### src/rtl/median_window_feeder.sv
`default_nettype none
// +----------------------------------------------------------------------------+
// | median_window_feeder: 7-tap edge-replicated window builder around a        |
// | fixed-latency median filter, with a credit-protected result FIFO.          |
// | Revision: 1.0                                                              |
// +----------------------------------------------------------------------------+
module median_window_feeder #(
    parameter int WIDTH      = 8,
    parameter int FILT_LAT   = 35,
    parameter int FIFO_DEPTH = 64
) (
    input  logic             clk,
    input  logic             rst,
    input  logic             s_valid,
    output logic             s_ready,
    input  logic [WIDTH-1:0] s_data,
    input  logic             s_last,
    output logic [WIDTH-1:0] win0,
    output logic [WIDTH-1:0] win1,
    output logic [WIDTH-1:0] win2,
    output logic [WIDTH-1:0] win3,
    output logic [WIDTH-1:0] win4,
    output logic [WIDTH-1:0] win5,
    output logic [WIDTH-1:0] win6,
    input  logic [WIDTH-1:0] filt_out,
    output logic             m_valid,
    input  logic             m_ready,
    output logic [WIDTH-1:0] m_data,
    output logic             m_last
);

    localparam int PTR_W = (FIFO_DEPTH > 1) ? $clog2(FIFO_DEPTH) : 1;
    localparam int CNT_W = $clog2(FIFO_DEPTH + 1);
    localparam int LN_W  = 16;

    typedef enum logic [1:0] {
        ST_IDLE  = 2'd0,
        ST_PRIME = 2'd1,
        ST_RUN   = 2'd2,
        ST_FLUSH = 2'd3
    } state_t;

    state_t              state_q, state_d;
    logic [WIDTH-1:0]    sr_q [7];
    logic [WIDTH-1:0]    sr_d [7];
    logic [2:0]          sh_q, sh_d;
    logic [LN_W-1:0]     n_in_q, n_in_d, n_out_q, n_out_d;
    logic                alive_q;
    logic [FILT_LAT-1:0] dl_vld_q, dl_vld_d, dl_last_q, dl_last_d;
    logic [CNT_W-1:0]    inflight_q, inflight_d, fifo_cnt_q, fifo_cnt_d;
    logic [PTR_W-1:0]    wr_ptr_q, wr_ptr_d, rd_ptr_q, rd_ptr_d;
    logic [WIDTH:0]      fifo_mem [FIFO_DEPTH];

    logic             credit, accept, capture, pop, flush_go;
    logic             issue, issue_last, shift, load_all;
    logic [WIDTH-1:0] shift_in;

    // Credit counts the popped-this-cycle slot as still occupied, keeping the FIFO unable to overflow.
    assign credit   = ({1'b0, inflight_q} + {1'b0, fifo_cnt_q}) < (CNT_W + 1)'(FIFO_DEPTH);
    assign accept   = s_valid & s_ready;
    assign capture  = dl_vld_q[FILT_LAT-1];
    assign pop      = m_valid & m_ready;
    assign flush_go = (state_q == ST_FLUSH) && ((sh_q < 3'd3) || credit);

    always_comb begin
        s_ready = 1'b0;
        case (state_q)
            ST_IDLE:  s_ready = alive_q;
            ST_PRIME: s_ready = (sh_q < 3'd3) || credit;
            ST_RUN:   s_ready = credit;
            default:  s_ready = 1'b0;
        endcase
    end

    always_comb begin
        state_d    = state_q;
        sh_d       = sh_q;
        n_in_d     = n_in_q;
        n_out_d    = n_out_q;
        issue      = 1'b0;
        issue_last = 1'b0;
        shift      = 1'b0;
        load_all   = 1'b0;
        shift_in   = s_data;
        case (state_q)
            ST_IDLE: begin
                if (accept) begin
                    load_all = 1'b1;
                    sh_d     = 3'd1;
                    n_in_d   = LN_W'(1);
                    n_out_d  = '0;
                    state_d  = s_last ? ST_FLUSH : ST_PRIME;
                end
            end
            ST_PRIME: begin
                if (accept) begin
                    shift  = 1'b1;
                    sh_d   = sh_q + 3'd1;
                    n_in_d = n_in_q + LN_W'(1);
                    if (sh_q == 3'd3) begin
                        issue   = 1'b1;
                        state_d = ST_RUN;
                    end
                    if (s_last) begin
                        state_d = ST_FLUSH;
                    end
                end
            end
            ST_RUN: begin
                if (accept) begin
                    shift  = 1'b1;
                    issue  = 1'b1;
                    n_in_d = n_in_q + LN_W'(1);
                    if (s_last) begin
                        state_d = ST_FLUSH;
                    end
                end
            end
            default: begin
                if (flush_go) begin
                    shift    = 1'b1;
                    shift_in = sr_q[6];
                    if (sh_q < 3'd4) begin
                        sh_d = sh_q + 3'd1;
                    end
                    if (sh_q >= 3'd3) begin
                        issue      = 1'b1;
                        issue_last = ((n_out_q + LN_W'(1)) == n_in_q);
                        if (issue_last) begin
                            state_d = ST_IDLE;
                        end
                    end
                end
            end
        endcase
        if (issue) begin
            n_out_d = n_out_q + LN_W'(1);
        end
    end

    always_comb begin
        for (int i = 0; i < 6; i++) begin
            sr_d[i] = load_all ? s_data : (shift ? sr_q[i+1] : sr_q[i]);
        end
        sr_d[6] = load_all ? s_data : (shift ? shift_in : sr_q[6]);
    end

    always_comb begin
        dl_vld_d   = {dl_vld_q[FILT_LAT-2:0], issue};
        dl_last_d  = {dl_last_q[FILT_LAT-2:0], issue_last};
        inflight_d = inflight_q + CNT_W'(issue) - CNT_W'(capture);
        fifo_cnt_d = fifo_cnt_q + CNT_W'(capture) - CNT_W'(pop);
        wr_ptr_d   = wr_ptr_q;
        rd_ptr_d   = rd_ptr_q;
        if (capture) begin
            wr_ptr_d = (wr_ptr_q == PTR_W'(FIFO_DEPTH - 1)) ? '0 : wr_ptr_q + PTR_W'(1);
        end
        if (pop) begin
            rd_ptr_d = (rd_ptr_q == PTR_W'(FIFO_DEPTH - 1)) ? '0 : rd_ptr_q + PTR_W'(1);
        end
    end

    always_ff @(posedge clk or negedge rst) begin
        if (!rst) begin
            state_q    <= ST_IDLE;
            sh_q       <= '0;
            n_in_q     <= '0;
            n_out_q    <= '0;
            alive_q    <= 1'b0;
            dl_vld_q   <= '0;
            dl_last_q  <= '0;
            inflight_q <= '0;
            fifo_cnt_q <= '0;
            wr_ptr_q   <= '0;
            rd_ptr_q   <= '0;
            for (int i = 0; i < 7; i++) begin
                sr_q[i] <= '0;
            end
        end else begin
            state_q    <= state_d;
            sh_q       <= sh_d;
            n_in_q     <= n_in_d;
            n_out_q    <= n_out_d;
            alive_q    <= 1'b1;
            dl_vld_q   <= dl_vld_d;
            dl_last_q  <= dl_last_d;
            inflight_q <= inflight_d;
            fifo_cnt_q <= fifo_cnt_d;
            wr_ptr_q   <= wr_ptr_d;
            rd_ptr_q   <= rd_ptr_d;
            for (int i = 0; i < 7; i++) begin
                sr_q[i] <= sr_d[i];
            end
        end
    end

    // Storage needs no reset: entries are only visible while the occupancy count says so.
    always_ff @(posedge clk) begin
        if (capture) begin
            fifo_mem[wr_ptr_q] <= {filt_out, dl_last_q[FILT_LAT-1]};
        end
    end

    assign m_valid = (fifo_cnt_q != '0);
    assign m_data  = m_valid ? fifo_mem[rd_ptr_q][WIDTH:1] : '0;
    assign m_last  = m_valid & fifo_mem[rd_ptr_q][0];

    assign win0 = sr_q[0];
    assign win1 = sr_q[1];
    assign win2 = sr_q[2];
    assign win3 = sr_q[3];
    assign win4 = sr_q[4];
    assign win5 = sr_q[5];
    assign win6 = sr_q[6];

endmodule
`default_nettype wire

### config.mk
export PLATFORM = sky130hd
export DESIGN_NAME = median_window_feeder
export DESIGN_NICKNAME = d
export VERILOG_FILES = /design/src/rtl/median_window_feeder.sv
export SDC_FILE = /design/constraint.sdc
export NUM_CORES = 1
export LEC_CHECK = 0
export CAP_MARGIN = 5
export CORE_AREA = 5 5 254 256
export CTS_CLUSTER_SIZE = 12
export DETAILED_ROUTE_END_ITERATION = 7
export DIE_AREA = 0 0 259 261
export PLACE_DENSITY = 0.67
export SETUP_SLACK_MARGIN = 0.4
export SLEW_MARGIN = 20
export SYNTH_ARGS = -nofsm -noshare
export SYNTH_HDL_FRONTEND = slang
export SYNTH_SLANG_ARGS = --single-unit
### constraint.sdc
create_clock -name clk -period 5.18 [get_ports clk]
set_input_delay 1.295 -clock clk [delete_from_list [all_inputs] [get_ports clk]]
set_output_delay 1.295 -clock clk [all_outputs]
set_load 0.03 [all_outputs]
==> results of run 1 <==
==> metrics by stage <==
stage,cell area [µm²],cells,hold WS (ns),total power (W),util
finish,35500,2727,0.345,0.0192,0.570
global route,35500,2727,0.353,0.0201,0.570
CTS,35200,2715,0.347,0.0192,0.565
detailed placement,32300,2556,0.335,0.0134,0.519
global placement,32300,2556,0.335,0.0133,0.519
floorplan,30600,1699,0.331,0.0115,-
==> registers in the layout, indices dropped and copies added, names as in the netlist <==
| name | flops |
|---|---|
| alive_q | 1 |
| dl_last_q | 35 |
| dl_vld_q | 35 |
| fifo_cnt_q | 7 |
| fifo_mem | 576 |
| inflight_q | 7 |
| n_in_q | 16 |
| n_out_q | 16 |
| rd_ptr_q | 6 |
| sh_q | 3 |
| state_q | 2 |
| win0 | 8 |
| win1 | 8 |
| win2 | 8 |
| win3 | 8 |
| win4 | 8 |
| win5 | 8 |
| win6 | 8 |
| wr_ptr_q | 6 |
==> how the worst max path moves through the flow <==
stage                 from   endpoint  slack, ns  cells after the start
3_5_place_dp   rd_ptr_q[1]     m_last       0.86                      6
6_report       rd_ptr_q[0]     m_last       0.38                      7
5_1_grt        rd_ptr_q[0]  m_data[5]       0.34                      7
3_3_place_gp   rd_ptr_q[1]     m_last       0.89                      6
4_1_cts        rd_ptr_q[0]     m_last       0.34                      7
2_1_floorplan  rd_ptr_q[0]  m_data[0]       1.13                      6
==> area by class of cell <==
| type | instances | share of cell area |
|---|---|---|
| inverters | 36 | 0.00381 |
| well taps | 846 | 0.0298 |
| clock buffers | 126 | 0.0670 |
| repair buffers | 136 | 0.0467 |
| multi-input cells | 798 | 0.224 |
| flip-flops and latches | 766 | 0.622 |
| clock inverters | 19 | 0.00631 |
==> power groups by stage <==
stage	logic [W]	clock network (W)	registers (W)
global placement	0.00538	0	0.00788
finish	0.00578	0.00563	0.00774
detailed placement	0.00548	0	0.00790
CTS	0.00571	0.00572	0.00774
global route	0.00623	0.00602	0.00783
floorplan	0.00355	0	0.00796
==> what timing repair did <==
| action | 4_1_cts | 5_1_grt |
|---|---|---|
| cloned | 5 | 9 |
| resized for setup | 5 | 12 |
| endpoints found under the setup margin | 6 | 9 |
| setup buffers | 9 | 3 |
==> cells in the mapped netlist (all sizes together), types with 4 or more instances <==
master  count  share of area
a211o      12         0.0034
a21o        6         0.0015
a21oi      69          0.011
a31oi       5         0.0012
and2       13         0.0027
and3       25         0.0051
and4        5         0.0014
buf        43         0.0080
clkbuf     56         0.0069
dfrtp     190           0.16
edfxtp    576           0.57
ha         32          0.013
inv        36         0.0044
mux2       14         0.0052
mux4      189           0.14
nand2      81         0.0099
nand2b      5         0.0010
nand3      31         0.0051
nand4      13         0.0027
nor2       93          0.011
nor2b       8         0.0016
nor3       21         0.0034
nor3b       5         0.0012
nor4        4         0.0010
o21ai      68          0.011
or3         6         0.0012
xnor2      34         0.0097
xor2       13         0.0037
==> metal layers <==
metal | track usage | up-vias | wire length [µm]
li1 | - | 6910 | -
met1 | 0.270 | 8197 | 26900
met2 | 0.329 | 569 | 33400
met3 | 0.0425 | 119 | 4750
met4 | 0.0497 | 2 | 1760
met5 | 0 | - | 13
==> kinds of logic (layout without fill, tap and decap cells) <==
group | Yosys count | in the layout | share of synthesized area
buffers and inverters | 135 | 317 | 0.0193
adder cells (fa/ha/maj) | 34 | 34 | 0.0144
other | 1 | 1 | 0.000123
flip-flops | 766 | 766 | 0.721
multiplexers | 203 | 203 | 0.144
AO/OA/AOI/OAI | 193 | 193 | 0.0375
AND/OR/NAND/NOR | 320 | 320 | 0.0503
XOR/XNOR | 47 | 47 | 0.0135
==> impl_metrics.csv, run 1 <==
group,metric,value,unit
floorplanning,fp.dieH,261,µm
worst_setup_path,crit_path_frequent_cell,"mux4_2",
final_layout,layout_commonest_cell,"edfxtp_1",
pwr,seqPwrFrac,0.404,
floorplanning,core_area,62300,µm²
final_layout,fin_nets,1874,
worst_setup_path,crit_required,3.88,ns
worst_setup_path,crit_family,"multiplexers",
global_route,grt_pass1_wl,101,mm
global_route,grt_pass1_vias,16148,
worst_setup_path,cp_num_buf_inv,3,
floorplanning,boundaryPins,88,
floorplanning,start_util,0.491,
worst_setup_path,slowest_stage,"mux4_2",
worst_setup_path,reg2regPathDepth,17,
worst_setup_path,critPathMaxStageDelay,0.61,ns
synth,synth_cell_types,63,
job,max_cap_violations,0,
cts,cts_root_buf,"clkbuf_16",
cts,clk_latency,0.62,ns
synth,synth_edf_count,576,
drt,drtIter0Drc,1347,
synth,async_reset_ff_frac,0.248,
worst_setup_path,r2r-start,"inflight_q[5]",
cts,cts_sinks,766,
final_layout,register_area,22100,µm²
timing,layout_setup_ws,0.380,ns
timing,relSlewSlack,0.245,
final_layout,n_fill_cell,4683,
placed_design,pre_cts_ws,0.865,ns
worst_setup_path,start_kind,"flop",
synth,ys.warnings.count,0,
floorplanning,dieWidth,259,µm
timing,clock_skew,0.0197,ns
drt,drc_errors,0,
synth,syn_avg_cell_area,18.0,µm²
placed_design,portBuffers,87,
final_layout,syn2layout_area_growth,16.0,%
worst_hold_path,hold-path-endpoint,"dl_vld_q[8]",
final_layout,layout_common_cells,"edfxtp_1, mux4_2, dfrtp_1",
cts,htreeDepth,3,
worst_hold_path,hold_class,"flop to flop",
timing,finalHoldViolations,0,
pwr,p_clk_frac,0.294,
timing,fin_crit_sh,0.927,
synth,synth_area,30600,µm²
floorplanning,die-area,67600,µm²
worst_hold_path,min_delay_path_depth,0,
global_route,grt_max_degree,117,
pwr,power_switching,0.00599,W
synth,synth.net_count,1754,
timing,finalCriticalPeriod,4.80,ns
drt,routed_wl,66.9,mm
final_layout,diodes,0,
worst_setup_path,critPathKind,"flop to output port",
global_route,grtUsageTotal,0.197,
worst_setup_path,reg2reg_to,"inflight_q[6]",
cts,cts_tree,"yes",
pwr,peakVddDrop,0.345,mV
pwr,cellPowerDensity,540,nW/µm²
cts,hold_buffers,0,
drt,via_per_inst,5.79,
floorplanning,row_count,92,
synth,synth-seq-cells,766,
pwr,p_int,0.0132,W
cts,clkSlewWorstSetupHoldPaths,0.06,ns
pwr,switching_share,0.313,
worst_setup_path,r2r_slack,1.34,ns
timing,rsz0062_at_grt,"yes",
cts,cts_buffers,81,
final_layout,drive_gt1_frac,0.212,
timing,tightest_slew,1.13,ns
drt,wl_per_cell,24.5,µm
drt,num_vias,15797,
drt,ant_nets,0,
run_status,outcome,"complete, no violations",
worst_setup_path,path_cells,"buf_12 > buf_16 > mux4_2 > mux4_2 > mux4_2 > and2_4 > buf_6",
cts,clock_path_buffers,3,
placed_design,dp_hpwl,39.8,mm
final_layout,multi_input_area,7960,µm²
timing,finalSetupTns,0,ns
drt,first_pass_iters,7,
worst_setup_path,end_kind,"output port",
synth,yosysSeqAreaShare,0.721,
pwr,p_comb_frac,0.302,
global_route,grt_remaining_overflow,0,
pwr,p_leak,12.3,nW
worst_setup_path,arrival,3.50,ns
synth,syn-instance-count,1699,
synth,ys.flop_type,"edfxtp_1",
global_route,antenna_found_initial,1,
timing,fmax,208,MHz
timing,setup_violations,0,
placed_design,routabilityCongestion,0.769,
timing,slew_viol_final,0,
worst_setup_path,cp_max_fo,6,
worst_hold_path,hold_start,"dl_vld_q[7]",
Power figures use the tool's default switching activity.
==> run 2, diff against run 1 <==
--- a/config.mk
+++ b/config.mk
@@ -7,6 +7,7 @@
 export LEC_CHECK = 0
 export CAP_MARGIN = 5
 export CORE_AREA = 5 5 254 256
+export CTS_BUF_LIST = sky130_fd_sc_hd__clkbuf_8
 export CTS_CLUSTER_SIZE = 12
 export DETAILED_ROUTE_END_ITERATION = 7
 export DIE_AREA = 0 0 259 261
==> run 2 against run 1 <==
  * Core utilization shrank 0.51 points
  * Count of clock-buffer cells in the layout grew 7
  * Sequential share of layout area grew 0.56 points
  * Combinational power grew 2%
  * Sequential cell count is the same
  * First-iteration DRC count grew 5.2%
  * Worst setup slack lost 0.089 ns
  * Fmax shrank 1.8%
  * Largest cell class unchanged
==> impl_metrics.csv, run 2 (synthesis results as in run 1) <==
group,metric,value,unit
final_layout,syn2layout_area_growth,14.9,%
cts,cts_buffers,119,
pwr,p_comb_frac,0.322,
final_layout,diodes,0,
timing,relSlewSlack,0.205,
final_layout,largest_reg_flops,576,
timing,finalHoldViolations,0,
worst_setup_path,critPathMaxStageDelay,0.61,ns
floorplanning,dieWidth,259,µm
timing,tightest_slew,1.19,ns
timing,hold-worst-slack,0.331,ns
timing,clock_skew,0.0344,ns
final_layout,n_fill_cell,4708,
final_layout,fin_nets,1919,
cts,clkSlewWorstSetupHoldPaths,0.07,ns
placed_design,dp_hpwl,39.8,mm
placed_design,portBuffers,87,
final_layout,layout_commonest_cell,"edfxtp_1",
pwr,switching_share,0.326,
drt,first_pass_iters,5,
worst_setup_path,slowest_stage,"mux4_2",
cts,cts_tree,"yes",
floorplanning,core_area,62300,µm²
timing,setup_violations,0,
final_layout,multi_input_area,7970,µm²
worst_setup_path,start_kind,"flop",
worst_setup_path,arrival,3.59,ns
pwr,p_int,0.0123,W
drt,num_vias,15872,
worst_setup_path,critPathKind,"flop to output port",
timing,slew_viol_final,0,
drt,drtIter0Drc,1417,
timing,fin_crit_sh,0.944,
worst_setup_path,path_cells,"buf_12 > buf_12 > buf_16 > mux4_2 > mux4_2 > mux4_2 > and2_4 > buf_6",
pwr,p_clk_frac,0.253,
worst_setup_path,cp_max_fo,5,
drt,routed_wl,65.8,mm
floorplanning,boundaryPins,88,
cts,cts_sinks,766,
timing,fmax,205,MHz
floorplanning,die-area,67600,µm²
timing,rsz0062_at_grt,"yes",
cts,clk_latency,0.73,ns
drt,wl_per_cell,23.5,µm
cts,hold_buffers,0,
drt,ant_nets,0,
final_layout,reg.largest.list,"fifo_mem x576, dl_last_q x35, dl_vld_q x35",
pwr,peakVddDrop,0.346,mV
final_layout,drive_gt1_frac,0.226,
worst_hold_path,hold_class,"flop to flop",
drt,via_per_inst,5.67,
final_layout,layout_common_cells,"edfxtp_1, mux4_2, dfrtp_1",
timing,finalSetupTns,0,ns
cts,clock_path_buffers,3,
placed_design,placement.cell_area,32300,µm²
final_layout,fin_cells,2799,
floorplanning,fp.dieH,261,µm
final_layout,design_area,35200,µm²
global_route,grtUsageTotal,0.197,
cts,cts_root_buf,"clkbuf_8",
global_route,grt_remaining_overflow,0,
pwr,seqPwrFrac,0.424,
worst_setup_path,crit_path_frequent_cell,"mux4_2",
pwr,cellPowerDensity,519,nW/µm²
pwr,power_switching,0.00595,W
timing,finalCriticalPeriod,4.89,ns
pwr,p_leak,12.4,nW
drt,drc_errors,0,
worst_setup_path,end_kind,"output port",
global_route,grt_max_degree,117,
cts,htreeDepth,3,
global_route,grt_pass1_vias,16448,
run_status,outcome,"complete, no violations",
final_layout,largest_register,"fifo_mem",
floorplanning,row_count,92,
job,max_cap_violations,0,
final_layout,utilization,0.565,
placed_design,routabilityCongestion,0.769,
floorplanning,start_util,0.491,
global_route,grt_pass1_wl,102,mm
final_layout,register_area,22100,µm²
placed_design,placed_cells_incl_taps,2556,
worst_setup_path,crit_required,3.88,ns
global_route,antenna_found_initial,0,
run 2: per-stage QoR:
| stage | worst slack (ns) | total power (W) |
|---|---|---|
| 2_1_floorplan | 1.13 | 0.0115 |
| 3_3_place_gp | 0.889 | 0.0133 |
| 3_5_place_dp | 0.865 | 0.0134 |
| 4_1_cts | 0.253 | 0.0184 |
| 5_1_grt | 0.199 | 0.0192 |
| 6_report | 0.292 | 0.0182 |
run 2: power by group through the flow:
stage	clock network, W	logic (W)	registers (W)
after global routing	0.00503	0.00633	0.00783
after detailed placement	0	0.00548	0.00790
final	0.00462	0.00588	0.00774
after global placement	0	0.00538	0.00788
after floorplan	0	0.00355	0.00796
after CTS	0.00474	0.00590	0.00775
run 2: layer usage:
metal / global-route usage / vias up / part of all wire
li1: - / 7012 / -
met1: 0.270 / 8193 / 0.41
met2: 0.324 / 542 / 0.50
met3: 0.0432 / 125 / 0.063
met4: 0.0589 / 0 / 0.026
met5: 0 / - / 0
run 2: timing repair:
action / 4_1_cts / 5_1_grt
setup endpoints to repair: 9 / 9
setup buffers: 18 / 4
gates resized for setup: 26 / 5
cloned: 8 / 3
run 2: critical path, delay by kind of cell (launching register included):
family / cells / cell delay [ns]
mux: 3 / 1.59
buf+inv: 4 / 0.56
flops: 1 / 0.52
simple gates: 1 / 0.21
run 2: final cells by class:
class / count / share of cell area
Multi-Input combinational cell: 798 / 0.227
Timing Repair Buffer: 143 / 0.0499
Inverter: 36 / 0.00384
Clock inverter: 77 / 0.00996
Tap cell: 846 / 0.0301
Sequential cell: 766 / 0.627
Clock buffer: 133 / 0.0521
run 2: worst paths after layout:
check | depth (start not counted) | end | startpoint | slack, ns
max in group asynchronous | 2 | dl_last_q[34] | rst | 3.52
min | 0 | dl_last_q[21] | dl_last_q[20] | 0.33
min reg2reg | 0 | dl_last_q[21] | dl_last_q[20] | 0.33
min in group asynchronous | 1 | sh_q[2] | rst | 0.74
max reg2reg | 17 | inflight_q[6] | inflight_q[5] | 1.34
max | 8 | m_data[7] | rd_ptr_q[0] | 0.29
==> run 3, diff against run 2 <==
==> constraint.sdc (replaced) <==
create_clock -name clk -period 5.18 [get_ports clk]
set_input_delay 1.036 -clock clk [delete_from_list [all_inputs] [get_ports clk]]
set_output_delay 1.036 -clock clk [all_outputs]
set_load 0.03 [all_outputs]
==> run 3 against run 2 <==
  * Via count grew 1.5%
  * Die area did not move
  * Largest power group unchanged
  * Register-to-register slack is essentially flat
  * Non-clock buffer count fell by 19
  * Global-route usage rose by 0.47 points
  * Total power rose by 1.1%
  * Largest cell class unchanged
  * First-iteration DRC count increased by 1.7%
  * Core utilization down 0.14 points
  * Clock skew up 0.016 ns
  * Fmax is 3.7% higher
  * Count of clock-buffer cells in the layout increased by 2
==> impl_metrics.csv, run 3 (synthesis results as in run 1) <==
group,metric,value,unit
run_status,outcome,"complete, no violations",
pwr,cellPowerDensity,526,nW/µm²
worst_setup_path,critPathKind,"flop to output port",
cts,hold_buffers,0,
timing,relSlewSlack,0.223,
timing,slew_viol_final,0,
floorplanning,boundaryPins,88,
global_route,grt_pass1_wl,103,mm
cts,cts_tree,"yes",
timing,rsz0062_at_grt,"yes",
cts,clkSlewWorstSetupHoldPaths,0.06,ns
global_route,grt_pass1_vias,16650,
final_layout,layout_commonest_cell,"edfxtp_1",
timing,finalHoldViolations,0,
cts,clock_path_buffers,3,
final_layout,drive_gt1_frac,0.229,
timing,fin_crit_sh,0.910,
floorplanning,row_count,92,
pwr,p_total,0.0184,W
worst_hold_path,hold_class,"flop to flop",
worst_setup_path,start_kind,"flop",
floorplanning,core_area,62300,µm²
timing,tightest_slew,1.16,ns
cts,cts_root_buf,"clkbuf_8",
drt,first_pass_iters,5,
worst_setup_path,end_kind,"output port",
final_layout,utilization,0.563,
job,max_cap_violations,0,
timing,finalCriticalPeriod,4.72,ns
worst_setup_path,arrival,3.68,ns
pwr,peakVddDrop,0.335,mV
final_layout,syn2layout_area_growth,14.6,%
final_layout,diodes,0,
global_route,grt_remaining_overflow,0,
placed_design,portBuffers,87,
global_route,grtUsageTotal,0.202,
cts,cts_sinks,766,
worst_setup_path,cp_max_fo,6,
floorplanning,dieWidth,259,µm
drt,ant_nets,0,
drt,num_vias,16116,
worst_hold_path,min_delay_path_depth,0,
timing,setup_violations,0,
timing,fmax,212,MHz
worst_setup_path,reg2regPathDepth,17,
drt,routed_wl,67.5,mm
placed_design,routabilityCongestion,0.775,
final_layout,n_fill_cell,4668,
drt,via_per_inst,5.76,
drt,drtIter0Drc,1441,
timing,clock_skew,0.0500,ns
worst_setup_path,crit_required,4.14,ns
floorplanning,fp.dieH,261,µm
final_layout,fin_nets,1899,
floorplanning,start_util,0.491,
drt,wl_per_cell,24.1,µm
pwr,p_leak,12.3,nW
global_route,grt_max_degree,108,
final_layout,design_area,35100,µm²
global_route,antenna_found_initial,1,
final_layout,layout_common_cells,"edfxtp_1, mux4_2, dfrtp_1",
floorplanning,die-area,67600,µm²
placed_design,placement.cell_area,32400,µm²
cts,cts_buffers,118,
final_layout,reg.largest.list,"fifo_mem x576, dl_last_q x35, dl_vld_q x35",
final_layout,largest_reg_flops,576,
drt,drc_errors,0,
cts,clk_latency,0.73,ns
timing,finalSetupTns,0,ns
cts,htreeDepth,3,
placed_design,dp_hpwl,40.9,mm
final_layout,largest_register,"fifo_mem",
[run 3: changes by cell type in the layout (fill, tap and decap cells not counted), sizes merged]
cell           before  now
dlygate4sd2         0    1
clkinvlp            1    2
inv                91   67
clkinv             21   51
bufbuf              0    1
clkdlybuf4s15       0    6
buf                70   45
bufinv              0    7
[run 3: final timing paths]
check,slack [ns],startpoint,to
worst max-delay path,0.46,rd_ptr_q[0],m_data[1]
worst min-delay path,0.32,dl_vld_q[28],dl_vld_q[29]
worst max register to register,1.33,inflight_q[5],inflight_q[6]
worst min register to register,0.32,dl_vld_q[28],dl_vld_q[29]
max in group asynchronous,3.63,rst,dl_last_q[34]
min in group asynchronous,0.36,rst,fifo_cnt_q[5]
[run 3: timing repair]
item / in CTS / in global routing
setup endpoints to repair: 9 / 8
setup buffers: 6 / 0
gates resized for setup: 31 / 5
gates cloned: 3 / 1
[run 3: layout make-up]
type,instances,area (µm²),share of cell area
Sequential cell,766,22100,0.629
Timing Repair Buffer,124,1370,0.0389
Inverter,36,135,0.00385
Clock buffer,135,1860,0.0530
Clock inverter,91,624,0.0178
Tap cell,846,1060,0.0302
Multi-Input combinational cell,798,7970,0.227
[run 3: per-layer routing]
layer	GRT usage	routed length (µm)	vias up
met5	0	0	-
met4	0.0567	1270	0
met3	0.0419	5220	91
met2	0.330	33100	641
met1	0.281	28000	8376
li1	-	-	7008
[run 3: stage by stage]
stage | hold WS, ns | setup WS [ns] | cells
CTS | 0.325 | 0.357 | 2795
global placement | 0.333 | 0.633 | 2560
detailed placement | 0.335 | 0.618 | 2560
finish | 0.319 | 0.464 | 2796
floorplan | 0.331 | 1.30 | 1699
global route | 0.334 | 0.365 | 2796
[run 3: power breakdown]
group | leakage [nW] | internal [W] | switching, W
logic | 3.32 | 0.00246 | 0.00302
clock network | 1.38 | 0.00277 | 0.00240
registers | 7.60 | 0.00724 | 0.000541
[run 3: worst max-delay path: stages, from the launching register on]
cell and delay [ns]:
dfrtp_4 0.44, buf_4 0.21, buf_4 0.21, mux4_2 0.55, mux4_2 0.50, mux4_2 0.46
and2_1 0.20, dlygate4sd2_1 0.36
